## src/rtl/i2c_target_core.sv

```systemverilog
// -----------------------------------------------------------------------------
// i2c_target_core
//
// I2C target protocol engine. It oversamples SCL/SDA with the system clock,
// decodes START, STOP, the address byte and the data bytes, and drives a
// byte-wide register interface toward the peripheral block. It never stretches
// the clock. SDA is open-drain: sda_o is tied low and sda_oe selects between
// pulling the line low and releasing it.
//
// Parameters
//   TARGET_ADDR  7-bit bus address this target answers to
//   AUTO_INC     non-zero: addr advances after every data byte written or read
//
// Ports
//   clk         system clock, at least 20x the SCL frequency
//   rst_n       synchronous reset, active-low
//   scl         raw SCL pin (asynchronous)
//   sda_i       raw SDA pin (asynchronous)
//   sda_o       SDA output value, always 0
//   sda_oe      1 = pull SDA low (ACK or a 0 data bit)
//   rw          R/W bit of the last matching address byte (1 = read)
//   addr        register pointer
//   wen         one-clk write strobe, qualifies wdata/addr
//   wdata       last received data byte
//   rdata_used  one-clk pulse when rdata is loaded into the TX shifter
//   rdata       read data for addr (may be combinational from addr)
//   dbg_state   current protocol FSM state (encoding below)
//
// Strobe semantics: wen and rdata_used are single-cycle pulses with no
// back-pressure. The peripheral must accept a write in the cycle wen is high
// (addr and wdata are stable in that cycle) and must present rdata for the
// current addr at all times; the sample is taken on the SCL fall that
// produces rdata_used, and addr advances on the following clock.
// -----------------------------------------------------------------------------
module i2c_target_core #(
  parameter logic [6:0] TARGET_ADDR = 7'h70,
  parameter int         AUTO_INC    = 1
) (
  input  logic       clk,
  input  logic       rst_n,
  input  logic       scl,
  input  logic       sda_i,
  output logic       sda_o,
  output logic       sda_oe,
  output logic       rw,
  output logic [7:0] addr,
  output logic       wen,
  output logic [7:0] wdata,
  output logic       rdata_used,
  input  logic [7:0] rdata,
  output logic [3:0] dbg_state
);

  // FSM encoding, also visible on dbg_state.
  localparam logic [3:0] IDLE      = 4'd0;
  localparam logic [3:0] ADDR      = 4'd1;
  localparam logic [3:0] ADDR_ACK  = 4'd2;
  localparam logic [3:0] PTR       = 4'd3;
  localparam logic [3:0] PTR_ACK   = 4'd4;
  localparam logic [3:0] WDATA     = 4'd5;
  localparam logic [3:0] WDATA_ACK = 4'd6;
  localparam logic [3:0] RDATA     = 4'd7;
  localparam logic [3:0] RD_ACKCHK = 4'd8;
  localparam logic [3:0] WAIT_STOP = 4'd9;

  localparam bit INC_EN = (AUTO_INC != 0);

  // ---------------------------------------------------------------------------
  // Input synchroniser: two flops per pin plus one history flop. Every edge
  // and condition below is derived from synchronised values only, so the
  // decode lags the pins by three clocks.
  // ---------------------------------------------------------------------------
  logic [1:0] scl_sync;
  logic [1:0] sda_sync;
  logic       scl_d;
  logic       sda_d;

  // Reset to the idle-bus level so that leaving reset while the bus is idle
  // creates no spurious edges.
  always_ff @(posedge clk) begin
    if (!rst_n) begin
      scl_sync <= 2'b11;
      sda_sync <= 2'b11;
      scl_d    <= 1'b1;
      sda_d    <= 1'b1;
    end else begin
      scl_sync <= {scl_sync[0], scl};
      sda_sync <= {sda_sync[0], sda_i};
      scl_d    <= scl_sync[1];
      sda_d    <= sda_sync[1];
    end
  end

  logic scl_s;
  logic sda_s;
  logic scl_rise;
  logic scl_fall;
  logic start_det;
  logic stop_det;

  assign scl_s    = scl_sync[1];
  assign sda_s    = sda_sync[1];
  assign scl_rise =  scl_s & ~scl_d;
  assign scl_fall = ~scl_s &  scl_d;
  // SCL must be high on both the current and the history sample, so an SDA
  // change that races an SCL edge is never taken for a bus condition.
  assign start_det = scl_s & scl_d &  sda_d & ~sda_s;
  assign stop_det  = scl_s & scl_d & ~sda_d &  sda_s;

  // ---------------------------------------------------------------------------
  // Protocol FSM
  // ---------------------------------------------------------------------------
  logic [3:0] state;
  logic [3:0] bit_cnt;   // SCL rises seen in the current byte (9 = ACK seen)
  logic [7:0] rx_shift;  // receive shifter, MSB first
  logic [6:0] tx_rest;   // bits still to send after the one on the bus

  assign sda_o     = 1'b0;
  assign dbg_state = state;

  always_ff @(posedge clk) begin
    if (!rst_n) begin
      state      <= IDLE;
      bit_cnt    <= 4'd0;
      rx_shift   <= 8'h00;
      tx_rest    <= 7'h00;
      sda_oe     <= 1'b0;
      rw         <= 1'b0;
      addr       <= 8'h00;
      wen        <= 1'b0;
      wdata      <= 8'h00;
      rdata_used <= 1'b0;
    end else begin
      wen        <= 1'b0;
      rdata_used <= 1'b0;

      // Pointer advance one clock after a write strobe or a read load. A
      // pointer load can never fall on the same clock: byte events are whole
      // SCL periods apart.
      if (INC_EN && (wen || rdata_used)) begin
        addr <= addr + 8'd1;
      end

      if (start_det) begin
        // START or repeated START: restart address decode, keep addr.
        state   <= ADDR;
        bit_cnt <= 4'd0;
        sda_oe  <= 1'b0;
      end else if (stop_det) begin
        state   <= IDLE;
        bit_cnt <= 4'd0;
        sda_oe  <= 1'b0;
      end else if (scl_rise) begin
        // Bit sampling on SCL rise.
        case (state)
          ADDR, PTR, WDATA: begin
            if (bit_cnt < 4'd8) begin
              rx_shift <= {rx_shift[6:0], sda_s};
              bit_cnt  <= bit_cnt + 4'd1;
            end
          end
          RDATA: begin
            if (bit_cnt < 4'd8) begin
              bit_cnt <= bit_cnt + 4'd1;
            end
          end
          RD_ACKCHK: begin
            // Controller's ACK/NACK after a read byte. A NACK ends the read.
            if (sda_s) begin
              state <= WAIT_STOP;
            end else begin
              bit_cnt <= 4'd9;
            end
          end
          default: ;
        endcase
      end else if (scl_fall) begin
        // All SDA drive changes happen here, giving the controller the full
        // synchroniser delay of hold time after its SCL fall.
        case (state)
          ADDR: begin
            if (bit_cnt == 4'd8) begin
              bit_cnt <= 4'd0;
              if (rx_shift[7:1] == TARGET_ADDR) begin
                rw     <= rx_shift[0];
                sda_oe <= 1'b1;
                state  <= ADDR_ACK;
              end else begin
                state  <= WAIT_STOP;
              end
            end
          end
          ADDR_ACK: begin
            // This fall ends the ACK clock.
            bit_cnt <= 4'd0;
            if (rw) begin
              tx_rest    <= rdata[6:0];
              sda_oe     <= ~rdata[7];
              rdata_used <= 1'b1;
              state      <= RDATA;
            end else begin
              sda_oe <= 1'b0;
              state  <= PTR;
            end
          end
          PTR: begin
            if (bit_cnt == 4'd8) begin
              addr    <= rx_shift;
              sda_oe  <= 1'b1;
              bit_cnt <= 4'd0;
              state   <= PTR_ACK;
            end
          end
          PTR_ACK: begin
            sda_oe  <= 1'b0;
            bit_cnt <= 4'd0;
            state   <= WDATA;
          end
          WDATA: begin
            if (bit_cnt == 4'd8) begin
              wdata   <= rx_shift;
              wen     <= 1'b1;
              sda_oe  <= 1'b1;
              bit_cnt <= 4'd0;
              state   <= WDATA_ACK;
            end
          end
          WDATA_ACK: begin
            sda_oe  <= 1'b0;
            bit_cnt <= 4'd0;
            state   <= WDATA;
          end
          RDATA: begin
            if (bit_cnt == 4'd8) begin
              // Byte done: release SDA for the controller's ACK. bit_cnt is
              // left at 8 so the ACK rise can mark it as 9.
              sda_oe <= 1'b0;
              state  <= RD_ACKCHK;
            end else begin
              sda_oe  <= ~tx_rest[6];
              tx_rest <= {tx_rest[5:0], 1'b0};
            end
          end
          RD_ACKCHK: begin
            if (bit_cnt == 4'd9) begin
              tx_rest    <= rdata[6:0];
              sda_oe     <= ~rdata[7];
              rdata_used <= 1'b1;
              bit_cnt    <= 4'd0;
              state      <= RDATA;
            end
          end
          default: ;
        endcase
      end
    end
  end

endmodule
```

## config.mk

```make
export PLATFORM = sky130hd
export DESIGN_NAME = i2c_target_core
export DESIGN_NICKNAME = d
export VERILOG_FILES = /design/src/rtl/i2c_target_core.sv
export SDC_FILE = /design/constraint.sdc
export NUM_CORES = 1
export LEC_CHECK = 0
export ABC_AREA = 0
export BUFFER_PORTS_ARGS = -buffer_cell sky130_fd_sc_hd__buf_2
export CELL_PAD_IN_SITES_DETAIL_PLACEMENT = 1
export CELL_PAD_IN_SITES_GLOBAL_PLACEMENT = 2
export CORE_MARGIN = 10
export CORE_UTILIZATION = 34
export CTS_BUF_LIST = sky130_fd_sc_hd__clkbuf_16
export DETAILED_ROUTE_END_ITERATION = 6
export GPL_TIMING_DRIVEN = 0
export PLACE_DENSITY_LB_ADDON = 0.1
export SKIP_CTS_REPAIR_TIMING = 1
export SLEW_MARGIN = 20
export SYNTH_ARGS = -nofsm -noshare
export SYNTH_HDL_FRONTEND = slang
export SYNTH_SLANG_ARGS = --single-unit
```

## constraint.sdc

```tcl
create_clock -name clk -period 2.45 [get_ports clk]
set_clock_uncertainty 0.1 [all_clocks]
set_input_delay 0.49 -clock clk [delete_from_list [all_inputs] [get_ports clk]]
set_output_delay 0.49 -clock clk [all_outputs]
set_load 0.05 [all_outputs]
```

==> results.json <==
{
  "antenna_found_initial": 0,
  "finalSetupViolations": 0,
  "power_frac_comb_pct": 8.5,
  "area_growth_pct": 18.5,
  "rsz0062_at_grt": "false",
  "report.final.slew_viol_count": 0,
  "port-buffer-count": 35,
  "numCtsBuffers": 5,
  "ant_nets": 0,
  "grt_pass1_wl_mm": 13.1,
  "htree_levels": 2,
  "vias": 2373,
  "fp.dieW_um": 108,
  "p_per_area_nw_per_um2": 540,
  "drive_above_1_share_pct": 19.4,
  "grt_max_degree": 18,
  "r2r_slack_ps": 210,
  "synthFlopType": "dfxtp_1",
  "die-area_um2": 11600,
  "worst-endpoint-required_ps": 2570,
  "swShare_pct": 26.3,
  "ys.warnings.count": 0,
  "net-switching-power_uw": 441,
  "worstSetupEndpointType": "register",
  "core_um2": 7370,
  "worstSkewPairLatency_ps": 300,
  "grt_pass1_vias": 2461,
  "num_antenna_cells": 0,
  "fin_crit_ps": 2240,
  "max_freq_mhz": 446,
  "path_clk_slew_ps": 70,
  "hold_viol_final": 0,
  "synth_nets": 320,
  "placed_area_um2": 2920,
  "maxCapViolCount": 0,
  "ys_seq_area_share_pct": 37.5,
  "syn_avg_cell_area_um2": 8.70,
  "clock_path_buffers": 2,
  "crit_type": "register to register",
  "synth_edf_count": 0,
  "wire_per_inst_um": 17.6,
  "drc": 0,
  "dr.pass1.iters": 4,
  "cts_sinks": 49,
  "arrival_ps": 2360,
  "io_pins": 37,
  "drtIter0Drc": 110,
  "cts_tree": "yes",
  "synth.distinct_cells": 57,
  "min_path_type": "input pin to register",
  "hpwl_mm": 5.81,
  "seqCellArea_um2": 981,
  "outcome": "finished, final reports clean",
  "intPower_mw": 1.24,
  "final_net_count": 363,
  "pwr-share-seq_pct": 48.2,
  "finalPower_mw": 1.68,
  "fillers": 894,
  "slew_headroom_pct": 60.5,
  "p_clk_share_pct": 43.3,
  "start_kind": "register",
  "worstMarginPinSlew_ps": 588,
  "fin_crit_sh_pct": 91.5,
  "overflow": 0,
  "async_flop_share_pct": 0,
  "gp_congestion": 0.814,
  "die_h_um": 108,
  "synth_seq_cells": 49,
  "multi_input_area_um2": 1530,
  "row_count": 31,
  "vias_per_cell": 5.34,
  "critPathMaxFanout": 10,
  "syn_inst": 301,
  "start_util_pct": 35.5,
  "ir_drop_mv": 0.236,
  "grt_usage_pct": 14.0,
  "stdcell_area_um2": 3100,
  "drt-total-wl_mm": 7.83,
  "cts_root_buf": "clkbuf_16",
  "p_leak_nw": 1.30,
  "syn-cell-area_um2": 2620
}
[per-layer routing]
layer	GRT usage, %	up-vias	share of wire, %
met5	0	-	0
met2	21.9	47	46
met1	18.4	1151	49
li1	-	1168	-
met4	4.48	0	1.1
met3	3.53	7	4.6
[power by group through the flow]
stage                     clock network [mW]  registers, mW  logic, mW
final                                  0.726          0.808      0.143
after global routing                   0.783          0.809      0.158
after CTS                              0.751          0.808      0.141
after detailed placement                   0          0.827      0.141
after global placement                     0          0.827      0.139
after floorplan                            0          0.834     0.0904
[path summary, 6_finish.rpt]
kind                                    from            to  cells after the start
worst max-delay path            dbg_state[1]  dbg_state[1]                      6
worst min-delay path                   sda_i   sda_sync[0]                      2
worst max register to register  dbg_state[1]  dbg_state[1]                      6
worst min register to register   scl_sync[0]   scl_sync[1]                      1
[layout by cell type, fill, tap and decap left out, types with 3 or more instances in the layout]
cell       netlist  routed
nor2_1          40      40
xor2_1           5       5
mux2i_1         21      21
a21oi_1         14      14
a311oi_1         7       7
nand2b_1         9       9
clkbuf_1         8       7
inv_1            9       9
nand4_1          6       6
xnor2_1          5       5
ha_1             7       7
o2111ai_1        3       3
a211oi_1         8       8
nand2_1         23      23
nand3_1         13      13
buf_4            2       3
clkbuf_16        0       5
o211ai_1         3       3
buf_2            6      41
dfxtp_1         49      49
nor2b_1          6       6
o21ai_0          8       8
nor3_1           3       3
and3b_1          3       3
[cell type report]
cell class,instances,area share (%)
plain buffers,19,3.35
clock buffers,5,4.03
clock inverters,3,0.847
inverters,9,1.09
multi-input cells,224,49.2
flip-flops and latches,49,31.6
well taps,99,3.99
repair buffers,36,5.89
[synthesized netlist by cell type, drive strengths merged (2+ instances only)]
| cell type | n | area share [%] |
|---|---|---|
| nand4 | 6 | 1.4 |
| nor4b | 2 | 0.91 |
| nand2b | 9 | 2.2 |
| mux2i | 21 | 8.0 |
| a31oi | 2 | 0.48 |
| ha | 7 | 3.3 |
| a21oi | 14 | 2.7 |
| xnor2 | 5 | 1.7 |
| inv | 9 | 1.3 |
| and4b | 2 | 0.76 |
| nor3b | 2 | 0.57 |
| o211ai | 3 | 0.86 |
| xor2 | 5 | 1.7 |
| nor2b | 6 | 1.4 |
| a311oi | 7 | 2.3 |
| clkbuf | 9 | 1.3 |
| buf | 10 | 2.6 |
| and3b | 3 | 1.0 |
| o2111ai | 3 | 1.0 |
| and2b | 2 | 0.57 |
| a211oi | 9 | 2.8 |
| nand3 | 13 | 2.5 |
| o31ai | 2 | 0.57 |
| nand2 | 23 | 3.3 |
| nor2 | 40 | 5.7 |
| o21ai | 10 | 1.9 |
| a221oi | 2 | 0.67 |
| or2 | 2 | 0.48 |
| dfxtp | 49 | 37 |
| nor3 | 3 | 0.57 |
[cells by family after synthesis]
| kind of cell | count (synthesis) | share of synthesized area, % |
|---|---|---|
| AND/OR/NAND/NOR | 121 | 23.9 |
| AO/OA/AOI/OAI | 64 | 18.5 |
| flip-flops | 49 | 37.5 |
| buffers and inverters | 28 | 5.21 |
| multiplexers | 21 | 8.03 |
| XOR/XNOR | 10 | 3.35 |
| adder cells (fa/ha/maj) | 7 | 3.35 |
| other | 1 | 0.143 |
[state kept, by name, indices dropped and copies added (netlist names)]
signal	cells
rdata_used	1
sda_oe	1
sda_sync	2
tx_rest	7
bit_cnt	4
rw	1
addr	8
sda_d	1
rx_shift	8
scl_sync	2
wdata	8
wen	1
scl_d	1
dbg_state	4
[per-stage QoR]
step	setup slack (ps)	instances	hold WS, ps	setup TNS, ps	utilization, %
2_1_floorplan	227	301	286	0	-
3_3_place_gp	5.78	435	289	0	39.6
3_5_place_dp	2.12	435	298	0	39.6
4_1_cts	-22.8	443	266	-30.3	41.6
5_1_grt	6.83	444	286	0	42.1
6_report	209	444	268	0	42.1
[worst max-delay path: stages (launching register included)]
cell and delay, ps:
dfxtp_1 520, buf_2 290, nor3_1 90, xnor2_1 330, o21ai_1 190, or3b_2 490
a21oi_1 140
No activity file was read; power rests on OpenSTA's default activity.
